==> src/rtl/multdiv_stall_ctrl_if.sv <==
// Handshake bundle between the CPU fetch/PC logic and the
// HI/LO stall controller.
interface multdiv_stall_ctrl_if;
    logic [31:0] instr;
    logic        instr_valid;
    logic        kill;
    logic [2:0]  en_ctrl;
    logic        busy;
    logic        start;
    logic        done;
    logic [1:0]  op_kind;

    modport master (
        output instr, instr_valid, kill,
        input  en_ctrl, busy, start, done, op_kind
    );

    modport slave (
        input  instr, instr_valid, kill,
        output en_ctrl, busy, start, done, op_kind
    );
endinterface

==> src/rtl/multdiv_stall_ctrl.sv <==
// Stall controller for the multi-cycle HI/LO unit: freezes fetch
// and PC for MULT/DIV latency, then pulses done for one cycle.
module multdiv_stall_ctrl #(
    parameter int MULT_LAT   = 32,
    parameter int DIV_LAT    = 32,
    parameter int CNT_W      = 6,
    parameter bit ENABLE_DIV = 1'b1
) (
    input  logic clk,
    input  logic rst,
    multdiv_stall_ctrl_if.slave bus
);

    typedef enum logic [1:0] {IDLE, BUSY, DONE} state_t;

    localparam logic [CNT_W-1:0] MULT_LAST = CNT_W'(MULT_LAT - 1);
    localparam logic [CNT_W-1:0] DIV_LAST  = CNT_W'(DIV_LAT - 1);

    state_t           state_q, state_d;
    logic [CNT_W-1:0] cnt_q, cnt_d;
    logic [1:0]       op_q, op_d;
    logic             lat_sel_q, lat_sel_d;
    logic [2:0]       en_q;
    logic             busy_q, start_q, done_q;

    logic [5:0] funct;
    logic       is_mul, is_div, match, last;
    logic       unused_bits;

    assign funct  = bus.instr[5:0];
    assign is_mul = (funct == 6'h18) || (funct == 6'h19);
    assign is_div = ENABLE_DIV && ((funct == 6'h1A) || (funct == 6'h1B));
    assign match  = bus.instr_valid && (bus.instr[31:26] == 6'd0)
                    && (is_mul || is_div);
    assign last   = cnt_q == (lat_sel_q ? DIV_LAST : MULT_LAST);

    // Register-field bits are irrelevant to the stall decision.
    assign unused_bits = ^bus.instr[25:6];

    // Next-state: accept ops from IDLE or DONE, count out BUSY, kill aborts.
    always_comb begin
        state_d   = state_q;
        cnt_d     = cnt_q;
        op_d      = op_q;
        lat_sel_d = lat_sel_q;
        unique case (state_q)
            IDLE, DONE: begin
                if (match) begin
                    state_d   = BUSY;
                    cnt_d     = '0;
                    op_d      = funct[1:0];
                    lat_sel_d = funct[1];
                end else begin
                    state_d = IDLE;
                end
            end
            BUSY: begin
                if (bus.kill) begin
                    state_d = IDLE;
                    cnt_d   = '0;
                end else if (last) begin
                    state_d = DONE;
                end else begin
                    cnt_d = cnt_q + CNT_W'(1);
                end
            end
            default: state_d = IDLE;
        endcase
    end

    // FSM state plus outputs registered from the next state.
    always_ff @(posedge clk) begin
        if (rst) begin
            state_q   <= IDLE;
            cnt_q     <= '0;
            op_q      <= 2'b00;
            lat_sel_q <= 1'b0;
            en_q      <= 3'b101;
            busy_q    <= 1'b0;
            start_q   <= 1'b0;
            done_q    <= 1'b0;
        end else begin
            state_q   <= state_d;
            cnt_q     <= cnt_d;
            op_q      <= op_d;
            lat_sel_q <= lat_sel_d;
            en_q      <= (state_d == BUSY) ? 3'b000 : 3'b101;
            busy_q    <= (state_d == BUSY);
            start_q   <= (state_d == BUSY) && (cnt_d == '0);
            done_q    <= (state_d == DONE);
        end
    end

    assign bus.en_ctrl = en_q;
    assign bus.busy    = busy_q;
    assign bus.start   = start_q;
    assign bus.done    = done_q;
    assign bus.op_kind = op_q;

endmodule

==> src/flat_wrapper.sv <==
// flat-port wrapper written by rule: the top's interface ports become plain ports
module multdiv_stall_ctrl_flat 
#(
    parameter int MULT_LAT   = 32,
    parameter int DIV_LAT    = 32,
    parameter int CNT_W      = 6,
    parameter bit ENABLE_DIV = 1'b1
)
  (clk, rst, bus_instr, bus_instr_valid, bus_kill, bus_en_ctrl, bus_busy, bus_start, bus_done, bus_op_kind);
  multdiv_stall_ctrl_if bus_i ();
  input  logic clk;
  input  logic rst;
  input wire logic [$bits(bus_i.instr)-1:0] bus_instr;
  input wire logic [$bits(bus_i.instr_valid)-1:0] bus_instr_valid;
  input wire logic [$bits(bus_i.kill)-1:0] bus_kill;
  output wire logic [$bits(bus_i.en_ctrl)-1:0] bus_en_ctrl;
  output wire logic [$bits(bus_i.busy)-1:0] bus_busy;
  output wire logic [$bits(bus_i.start)-1:0] bus_start;
  output wire logic [$bits(bus_i.done)-1:0] bus_done;
  output wire logic [$bits(bus_i.op_kind)-1:0] bus_op_kind;
  assign bus_i.instr = bus_instr;
  assign bus_i.instr_valid = bus_instr_valid;
  assign bus_i.kill = bus_kill;
  assign bus_en_ctrl = bus_i.en_ctrl;
  assign bus_busy = bus_i.busy;
  assign bus_start = bus_i.start;
  assign bus_done = bus_i.done;
  assign bus_op_kind = bus_i.op_kind;
  multdiv_stall_ctrl #(.MULT_LAT(MULT_LAT), .DIV_LAT(DIV_LAT), .CNT_W(CNT_W), .ENABLE_DIV(ENABLE_DIV)) u_core (.clk(clk), .rst(rst), .bus(bus_i));
endmodule
==> config.mk <==
export PLATFORM = sky130hd
export DESIGN_NAME = multdiv_stall_ctrl_flat
export DESIGN_NICKNAME = d
export VERILOG_FILES = /design/src/rtl/multdiv_stall_ctrl_if.sv /design/src/rtl/multdiv_stall_ctrl.sv /design/src/flat_wrapper.sv
export SDC_FILE = /design/constraint.sdc
export NUM_CORES = 1
export LEC_CHECK = 0
export CAP_MARGIN = 20
export CORE_AREA = 2 2 41 61
export CTS_CLUSTER_SIZE = 20
export DETAILED_ROUTE_END_ITERATION = 8
export DIE_AREA = 0 0 43 63
export GPL_ROUTABILITY_DRIVEN = 1
export PLACE_DENSITY = 0.72
export SYNTH_ARGS = -nofsm -noshare
export SYNTH_HDL_FRONTEND = slang
export SYNTH_SLANG_ARGS = --single-unit
==> constraint.sdc <==
create_clock -name clk -period 2.3 [get_ports clk]
set_clock_uncertainty 0.15 [all_clocks]
set_input_delay 0.46 -clock clk [delete_from_list [all_inputs] [get_ports clk]]
set_output_delay 0.46 -clock clk [all_outputs]
set_load 0.05 [all_outputs]
# After elaboration in Yosys (flattened, before gate mapping)
# Cells that the tools add are included.
# W data, S select, Z words.
totals:
  register_bits: 16
  out_inout_bits: 8
  in_bits: 36
  word_cells: 37
classes:
  add_sub_neg: 1
  n_eq_ne: 9
  n_reduce_logical: 11
  n_mux: 9
op_table:
  columns: ["op", "n"]
  rows:
  - ["$eq A6 B5 Y1 const B", 5]
  - ["$mux W6", 3]
  - ["$logic_not A6 Y1", 2]
  - ["$pmux W6 S2", 1]
  - ["$add A6 B1 Y6 const B", 1]
  - ["$eq A2 B1 Y1 const B", 2]
  - ["$eq A2 B2 Y1 const B", 2]
  - ["$mux W2", 2]
  - ["$pmux W2 S2", 1]
  - ["$logic_and A1 B1 Y1", 3]
  - ["$logic_or A1 B1 Y1", 3]
  - ["$mux W3", 1]
  - ["$logic_not A2 Y1", 1]
  - ["$reduce_and A2 Y1", 1]
  - ["$reduce_or A2 Y1", 1]
  - ["$mux W1", 1]

# Logic depth before layout (Yosys ltp)
# Gate-level depths: netlist of the first run.
depth:
  word_depth: 8
  mapped_depth: 6

# Least setup slack after synthesis of the first run
# OpenSTA, ideal clock, no wires.
synth_timing:
  kind: "register to register"
  start: "register u_core.cnt_q[0]"
  end: "register u_core.cnt_q[5]"
  n_path_buf: 0
  arrival_time_ns: 1.465
  setup_time_ns: 0.114
  stages_incl_launch_ff: 7
  synth_period_minus_slack_ns: 1.728
  slack_ns: 0.572
  path_cell_list: "dfxtp_1 ha_1 nand2_1 o21ai_2 inv_1 a22o_1 nor2b_1"
synth_via:
  elab_chain_cells: 4
  elab_cells_between_ends: 5
synth_lines:
  columns: ["element", "line", "source"]
  rows:
  - ["from (decl)", "multdiv_stall_ctrl.sv:20", "logic [CNT_W-1:0] cnt_q, cnt_d;"]
  - ["from (signal assigned)", "multdiv_stall_ctrl.sv:84", "cnt_q <= cnt_d;"]
  - ["$add A6 B1 Y6 or $eq A6 B5 Y1 (tied branches)", "multdiv_stall_ctrl.sv:64, multdiv_stall_ctrl.sv:35", null]
  - ["$mux W6 (*)", "multdiv_stall_ctrl.sv:61", "end else if (last) begin"]
  - ["$mux W6 (*)", "multdiv_stall_ctrl.sv:58", "if (bus.kill) begin"]
  - ["$pmux W6 S2 (*)", "multdiv_stall_ctrl.sv:46", "unique case (state_q)"]
# Mark *: on every way between the ends. The rest lies on a longest branch, timed or not.
# A chain may end at the register's enable or synchronous reset.

# Final worst setup path of the first run
layout_timing:
  start: "input port bus_instr[2]"
  end: "register u_core.start_q, in the netlist u_core.bus.start"
layout_via:
  elab_chain_cells: 8
  elab_cells_between_ends: 15
layout_lines:
  columns: ["element", "line", "source"]
  rows:
  - ["from (decl)", "flat_wrapper.sv:13", "input wire logic [$bits(bus_i.instr)-1:0] bus_instr;"]
  - ["$eq A6 B5 Y1 (on tied branches)", "multdiv_stall_ctrl.sv:31, multdiv_stall_ctrl.sv:32", null]
  - ["$logic_or A1 B1 Y1 (on tied branches)", "multdiv_stall_ctrl.sv:31, multdiv_stall_ctrl.sv:32", null]
  - ["$logic_or A1 B1 Y1 (*)", "multdiv_stall_ctrl.sv:34", "&& (is_mul || is_div);"]
  - ["$logic_and A1 B1 Y1 (*)", "multdiv_stall_ctrl.sv:34", null]
  - ["$mux W6 or $mux W1 (tied branches)", "multdiv_stall_ctrl.sv:48", "if (match) begin"]
  - ["$pmux W6 S2 or $pmux W2 S2 (tied branches)", "multdiv_stall_ctrl.sv:46", null]
  - ["$logic_not A6 Y1 or $eq A2 B1 Y1 (tied branches)", "multdiv_stall_ctrl.sv:89", "start_q <= (state_d == BUSY) && (cnt_d == '0);"]
  - ["$logic_and A1 B1 Y1 (*)", "multdiv_stall_ctrl.sv:89", null]
  - ["to (signal assigned)", "multdiv_stall_ctrl.sv:89", null]
  - ["to (decl)", "multdiv_stall_ctrl.sv:24", "logic busy_q, start_q, done_q;"]
# Marked as above.

==> run summary, run 1 <==
### Outcome
- result of the run: finished, final reports clean

### Hold path
- hold crit path type: flop to flop

### Synth
- cells after synthesis: 79
- top cell type by total area after synthesis: dfxtp_1
- Syn Std Cell Area: 749 µm²
- list of most frequent post-synthesis cells: dfxtp_1, nor2_1, a21oi_1
- Synthesized Nets: 116
- most common flop cell mapped by yosys: dfxtp_1
- top area cells in the synthesized netlist: dfxtp_1, nor2_1, a21oi_1
- Seq/Total Area, Yosys: 0.374
- top cell type's share of synthesized area: 0.374
- number of flops mapped to enable cells by yosys: 0
- Synth Warn #: 0
- leading cell type by number of instances after synthesis: dfxtp_1
- syn_area_per_cell: 9.49 µm²
- Unique masters post-synth: 38
- FFs w/ async S/R, synth: 0
- flip-flop and latch count after synthesis: 14

### STA
- Final Hold Fails: 0
- worst slew slack as a fraction of its limit: 0.662
- number of pins exceeding their max-slew limit in the final report: 0
- unrepaired setup endpoints after global routing: no
- post-layout minimum cycle time: 2.06 ns
- final setup violation count: 0
- actual slew at the worst max-slew pin: 0.505 ns
- Period Utilization, post-route: 0.894
- top achievable clock speed: 486 MHz

### Clocking
- number of H-tree levels: 1
- setup bufs post-CTS: 0
- number of buffers added by the clock tree synthesis step: 3
- TritonCTS clock tree: done
- clk_lat worst skew: 0.28 ns
- number of hold-repair buffers added at the cts stage: 0
- CTS resizes: 0
- Clk Tree Root Cell: clkbuf_4
- clock slew seen by the registers of the worst setup and hold paths: 0.08 ns
- Max clock buf depth: 2
- count of clock tree sinks: 14

### Power
- PwrDens: 441 mW/mm²
- Leakage Power: 0.373 nW
- Power Total: 462 µW
- worst IR drop on VDD: 0.000315 V

### Detailed routing
- number of vias in the routed layout: 683
- drt drc: 0
- total detailed-routing wirelength: 1720 µm
- number of nets with antenna violations after detailed routing: 0
- Via density: 5.29
- average wire per standard cell: 13.3 µm
- count of TritonRoute iterations in the first routing pass: 4
- number of DRC markers after the initial detailed-route iteration: 15

### Global route
- GRT Overall Usage: 0.133
- number of antenna violations at the first check in global routing: 0
- remaining global-route overflow: 0
- pin count of the biggest net entering global routing: 13
- global-route wire length before repair: 2770 µm
- number of global-route vias before repair: 666

### Critical path
- cell-by-cell listing of the critical path: clkdlybuf4s50_1 -> nor4b_4 -> a32oi_2 -> a221oi_2 -> nand2_1 -> nor3_2
- Setup crit start: bus_instr[2]
- highest fanout seen on the critical path: 6
- Worst setup endpoint: u_core.bus.start$_SDFF_PP0_
- critical path's largest stage delay: 0.44 ns
- Worst Setup End Kind: flop
- slowest cell on the critical path: clkdlybuf4s50_1
- startpoint of the worst-slack reg-to-reg timing path: u_core.cnt_q[0]$_SDFF_PP0_
- destination of the worst register-to-register timing path: u_core.cnt_q[5]$_SDFF_PP0_
- Crit path required time: 2.37 ns
- type of the worst setup path: primary input to flop
- Worst setup SP type: primary input
- R2R depth: 6
- Worst Path Arrival: 2.13 ns
- reg2reg setup slack: 0.29 ns

### Placement
- final estimated routing congestion in global placement: 0.844
- count of input and output buffers: 22
- placed instance area: 0.00101 mm²
- HPWL Detailed: 1290 µm

### Cells and area
- Layout Nets: 144
- total of fill cells in the finished design: 212
- multi-input logic area: 439 µm²
- number of antenna cells inserted: 0
- signed area change from the synthesized netlist to the final layout: 39.6%
- share of layout cells above drive strength 1: 0.170
- Non-Filler Cell Area, Final: 0.00105 mm²
- storage element area: 280 µm²

### Die
- io pins: 44
- core region area: 0.00221 mm²
- starting density of the core: 0.340
- # rows: 21
- Die Outline Area: 0.00271 mm²
- die boundary width: 43 µm
- Vert. Die Dim: 63 µm

### Job
- count of maximum capacitance violations: 0

stage by stage:
stage | utilization | hold slack, ns | cells | setup WS, ns | TNS (ns)
floorplan | - | 0.373 | 79 | 0.572 | 0
global placement | 0.457 | 0.330 | 125 | -0.0436 | -0.0529
detailed placement | 0.457 | 0.343 | 125 | -0.0448 | -0.0692
CTS | 0.474 | 0.364 | 129 | 0.245 | 0
global route | 0.474 | 0.408 | 129 | 0.173 | 0
finish | 0.474 | 0.357 | 129 | 0.243 | 0
layout make-up:
type	count	area share
well taps	23	0.0275
clock buffers	4	0.0347
flip-flops and latches	14	0.268
multi-input cells	59	0.420
repair buffers	26	0.239
inverters	3	0.0108
cells in the final DEF (no fill, tap or decap), types with 2 or more instances in the layout:
cell type         n
clkdlybuf4s50_1  22
dfxtp_1          14
nor2_1            9
a21oi_1           6
nand2_1           4
buf_4             4
inv_1             3
o21ai_0           3
nand3_1           3
mux2i_1           3
clkbuf_4          3
nand3b_1          2
nor3_1            2
nor4_1            2
kinds of logic (layout without fill, tap and decap cells):
logic type	count (synthesis)	after routing	share of synthesized area
AOI/OAI and AO/OA	20	20	0.205
adders and majority gates	1	1	0.0167
buffers and inverters	6	33	0.0401
and+or+nand+nor	34	34	0.319
other	1	1	0.00500
muxes	3	3	0.0401
DFF	14	14	0.374
per-layer routing:
metal  up-vias  GRT usage  wire (µm)
met5         -          0          0
met4         0     0.0909         52
met3         6     0.0173        105
met2        30      0.250        932
met1       303      0.124        626
li1        344          -          -
worst min path at each step:
| stage | from | to | slack [ns] | depth (start not counted) |
|---|---|---|---|---|
| 2_1_floorplan | u_core.cnt_q[4]$_SDFF_PP0_ | u_core.cnt_q[4]$_SDFF_PP0_ | 0.37 | 2 |
| 3_3_place_gp | u_core.bus.op_kind[0]$_SDFFE_PP0P_ | u_core.bus.op_kind[0]$_SDFFE_PP0P_ | 0.33 | 2 |
| 3_5_place_dp | u_core.bus.op_kind[1]$_SDFFE_PP0P_ | u_core.bus.op_kind[1]$_SDFFE_PP0P_ | 0.34 | 2 |
| 4_1_cts | u_core.bus.op_kind[1]$_SDFFE_PP0P_ | u_core.bus.op_kind[1]$_SDFFE_PP0P_ | 0.36 | 2 |
| 5_1_grt | u_core.bus.op_kind[1]$_SDFFE_PP0P_ | u_core.bus.op_kind[1]$_SDFFE_PP0P_ | 0.41 | 2 |
| 6_report | u_core.bus.op_kind[1]$_SDFFE_PP0P_ | u_core.bus.op_kind[1]$_SDFFE_PP0P_ | 0.36 | 2 |
power breakdown:
group / internal [mW] / total (mW) / leakage [nW] / switching (mW)
Sequential: 0.242 / 0.242 / 0.113 / 0.0000377
Combinational: 0.0260 / 0.0410 / 0.239 / 0.0150
Clock: 0.0964 / 0.178 / 0.0210 / 0.0819
flip-flops by register name, summed over array words and instances, names as in the netlist:
signal / count
u_core.cnt_q: 6
u_core.bus.op_kind: 2
u_core.state_q: 2
u_core.bus.busy: 1
u_core.bus.done: 1
u_core.bus.en_ctrl: 1
u_core.bus.start: 1
critical path: cells and delay by family:
family	cells	cell delay, ns
AOI/OAI and AO/OA	2	0.59
buffers and inverters	1	0.44
and+or+nand+nor	3	0.63
Power figures use the tool's default switching activity.
==> run 2: changes to the inputs <==
Settings changed: REMOVE_ABC_BUFFERS from default to 1.
==> run 2 against run 1 <==
  * Clock power hardly changed
  * Utilization is 0.34 points higher
  * Sequential power hardly changed
  * Total power hardly changed
  * Register-to-register slack better by 0.06 ns
  * Global-route usage is 0.79 points higher
  * First-iteration DRC count is 20% lower
  * Count of clock-buffer cells in the layout stayed put
  * Design area is 0.72% higher
  * Worst setup slack worse by 0.0027 ns
  * Combinational power is 5.1% higher
  * Fmax is 0.13% lower
  * Critical path type unchanged
  * Critical endpoint unchanged
  * Largest power group unchanged
  * Highest routed layer unchanged
==> run summary, run 2 (same netlist as run 1, synthesis figures left out) <==
### STA
- worst slew slack as a fraction of its limit: 0.663, about the same
- actual slew at the worst max-slew pin: 0.505 ns, -0.000433 ns
- Worst Hold Slack: 0.362 ns, +0.00432 ns
- unrepaired setup endpoints after global routing: no
- top achievable clock speed: 486 MHz, -0.13%
- Final Hold Fails: 0, unchanged
- post-layout minimum cycle time: 2.06 ns, +0.00266 ns
- Setup WS post-layout: 0.241 ns, -0.00266 ns
- final setup violation count: 0, unchanged
- Period Utilization, post-route: 0.895, +0.00116
- number of pins exceeding their max-slew limit in the final report: 0, unchanged

### Clocking
- number of buffers added by the clock tree synthesis step: 3, unchanged
- TritonCTS clock tree: done
- setup bufs post-CTS: 0, unchanged
- Clk Tree Root Cell: clkbuf_4
- count of clock tree sinks: 14, unchanged
- Max clock buf depth: 2, unchanged
- number of hold-repair buffers added at the cts stage: 0, unchanged
- clk_lat worst skew: 0.28 ns, about the same
- number of H-tree levels: 1, unchanged
- CTS resizes: 0, unchanged
- clock slew seen by the registers of the worst setup and hold paths: 0.08 ns, about the same

### Outcome
- result of the run: finished, final reports clean

### Die
- Vert. Die Dim: 63 µm, unchanged
- Die Outline Area: 0.00271 mm², unchanged
- core region area: 0.00221 mm², unchanged
- starting density of the core: 0.340, unchanged
- io pins: 44, unchanged
- die boundary width: 43 µm, unchanged
- # rows: 21, unchanged

### Critical path
- slowest cell on the critical path: clkdlybuf4s50_1
- critical path's largest stage delay: 0.44 ns, about the same
- type of the worst setup path: primary input to flop
- Crit path required time: 2.36 ns, about the same
- Worst setup SP type: primary input
- Worst Setup End Kind: flop
- cell-by-cell listing of the critical path: clkdlybuf4s50_1 -> nor4b_4 -> a32oi_2 -> a221oi_2 -> nand2_1 -> nor3_2
- Worst Path Arrival: 2.12 ns, about the same
- highest fanout seen on the critical path: 6, unchanged

### Cells and area
- flip-flop count of the largest register, all copies and words added: 6, unchanged
- number of antenna cells inserted: 0, unchanged
- register name with the most flops: u_core.cnt_q
- Layout Nets: 145, +0.69%
- share of layout cells above drive strength 1: 0.178, +0.00776
- commonest non-fill, non-tap cell in the layout: clkdlybuf4s50_1
- multi-input logic area: 439 µm², unchanged
- signed area change from the synthesized netlist to the final layout: 40.6%
- storage element area: 280 µm², unchanged
- final standard cell utilization of the core: 0.477, +0.00340
- most frequent cells in the layout: clkdlybuf4s50_1, dfxtp_1, nor2_1
- total of fill cells in the finished design: 211, -0.47%

### Detailed routing
- number of nets with antenna violations after detailed routing: 0, unchanged
- total detailed-routing wirelength: 1800 µm, +5.0%
- average wire per standard cell: 13.9 µm, +4.2%
- Via density: 5.52, +4.2%
- number of vias in the routed layout: 717, +5.0%
- count of TritonRoute iterations in the first routing pass: 4, unchanged
- number of DRC markers after the initial detailed-route iteration: 12, -3
- drt drc: 0, unchanged

### Global route
- remaining global-route overflow: 0, unchanged
- pin count of the biggest net entering global routing: 9, -4
- number of antenna violations at the first check in global routing: 0, unchanged
- number of global-route vias before repair: 718, +7.8%
- GRT Overall Usage: 0.141, +0.00792
- global-route wire length before repair: 2840 µm, +2.7%

### Hold path
- hold crit path type: flop to flop

### Placement
- post-placement setup slack: -0.0696 ns, -0.0248 ns
- count of input and output buffers: 22, unchanged
- HPWL Detailed: 1440 µm, +11%
- final estimated routing congestion in global placement: 0.804, -4.8%

### Job
- count of maximum capacitance violations: 0, unchanged

### Power
- PwrDens: 438 mW/mm², -0.79%
- Leakage Power: 0.378 nW, +1.3%
- worst IR drop on VDD: 0.000240 V, -24%

[run 2: changes by cell type in the layout (fill, tap and decap cells not counted), sizes merged]
cell	previous run	this run
buf	4	5
[run 2: layout make-up]
class,instances,area share
well taps,23,0.0273
inverters,3,0.0107
multi-input cells,59,0.417
repair buffers,27,0.245
clock buffers,4,0.0344
flip-flops and latches,14,0.266
[run 2: worst paths after layout]
check / startpoint / endpoint / slack [ns] / cells past startpoint
worst max-delay path: bus_instr[2] / u_core.bus.start$_SDFF_PP0_ / 0.24 / 6
worst min-delay path: u_core.bus.op_kind[0]$_SDFFE_PP0P_ / u_core.bus.op_kind[0]$_SDFFE_PP0P_ / 0.36 / 2
worst max register to register: u_core.cnt_q[0]$_SDFF_PP0_ / u_core.cnt_q[5]$_SDFF_PP0_ / 0.35 / 6
worst min register to register: u_core.bus.op_kind[0]$_SDFFE_PP0P_ / u_core.bus.op_kind[0]$_SDFFE_PP0P_ / 0.36 / 2
[run 2: critical path: cells and delay by family]
family | cells | cell delay (ns)
AOI/OAI and AO/OA | 2 | 0.58
and+or+nand+nor | 3 | 0.63
buffers and inverters | 1 | 0.44
[run 2: power breakdown]
part	switching, mW	total (mW)	internal (mW)
logic	0.0159	0.0431	0.0273
registers	0.0000385	0.242	0.242
clock network	0.0795	0.176	0.0963
total	0.0955	0.461	0.366
[run 2: metrics by stage]
step                      instances  total power, mW  area [µm²]  TNS, ns
after global routing            130            0.481        1050        0
after detailed placement        126            0.291        1020  -0.0843
after CTS                       130            0.464        1050        0
after floorplan                  76            0.257         731        0
final                           130            0.461        1050        0
after global placement          126            0.290        1020  -0.0551
[run 2: metal layers]
layer | vias up | global-route usage | share of wire
met3 | 8 | 0.0376 | 0.054
met2 | 26 | 0.282 | 0.57
met4 | 0 | 0.0909 | 0.034
met1 | 334 | 0.106 | 0.34
met5 | - | 0 | 0
li1 | 349 | - | -
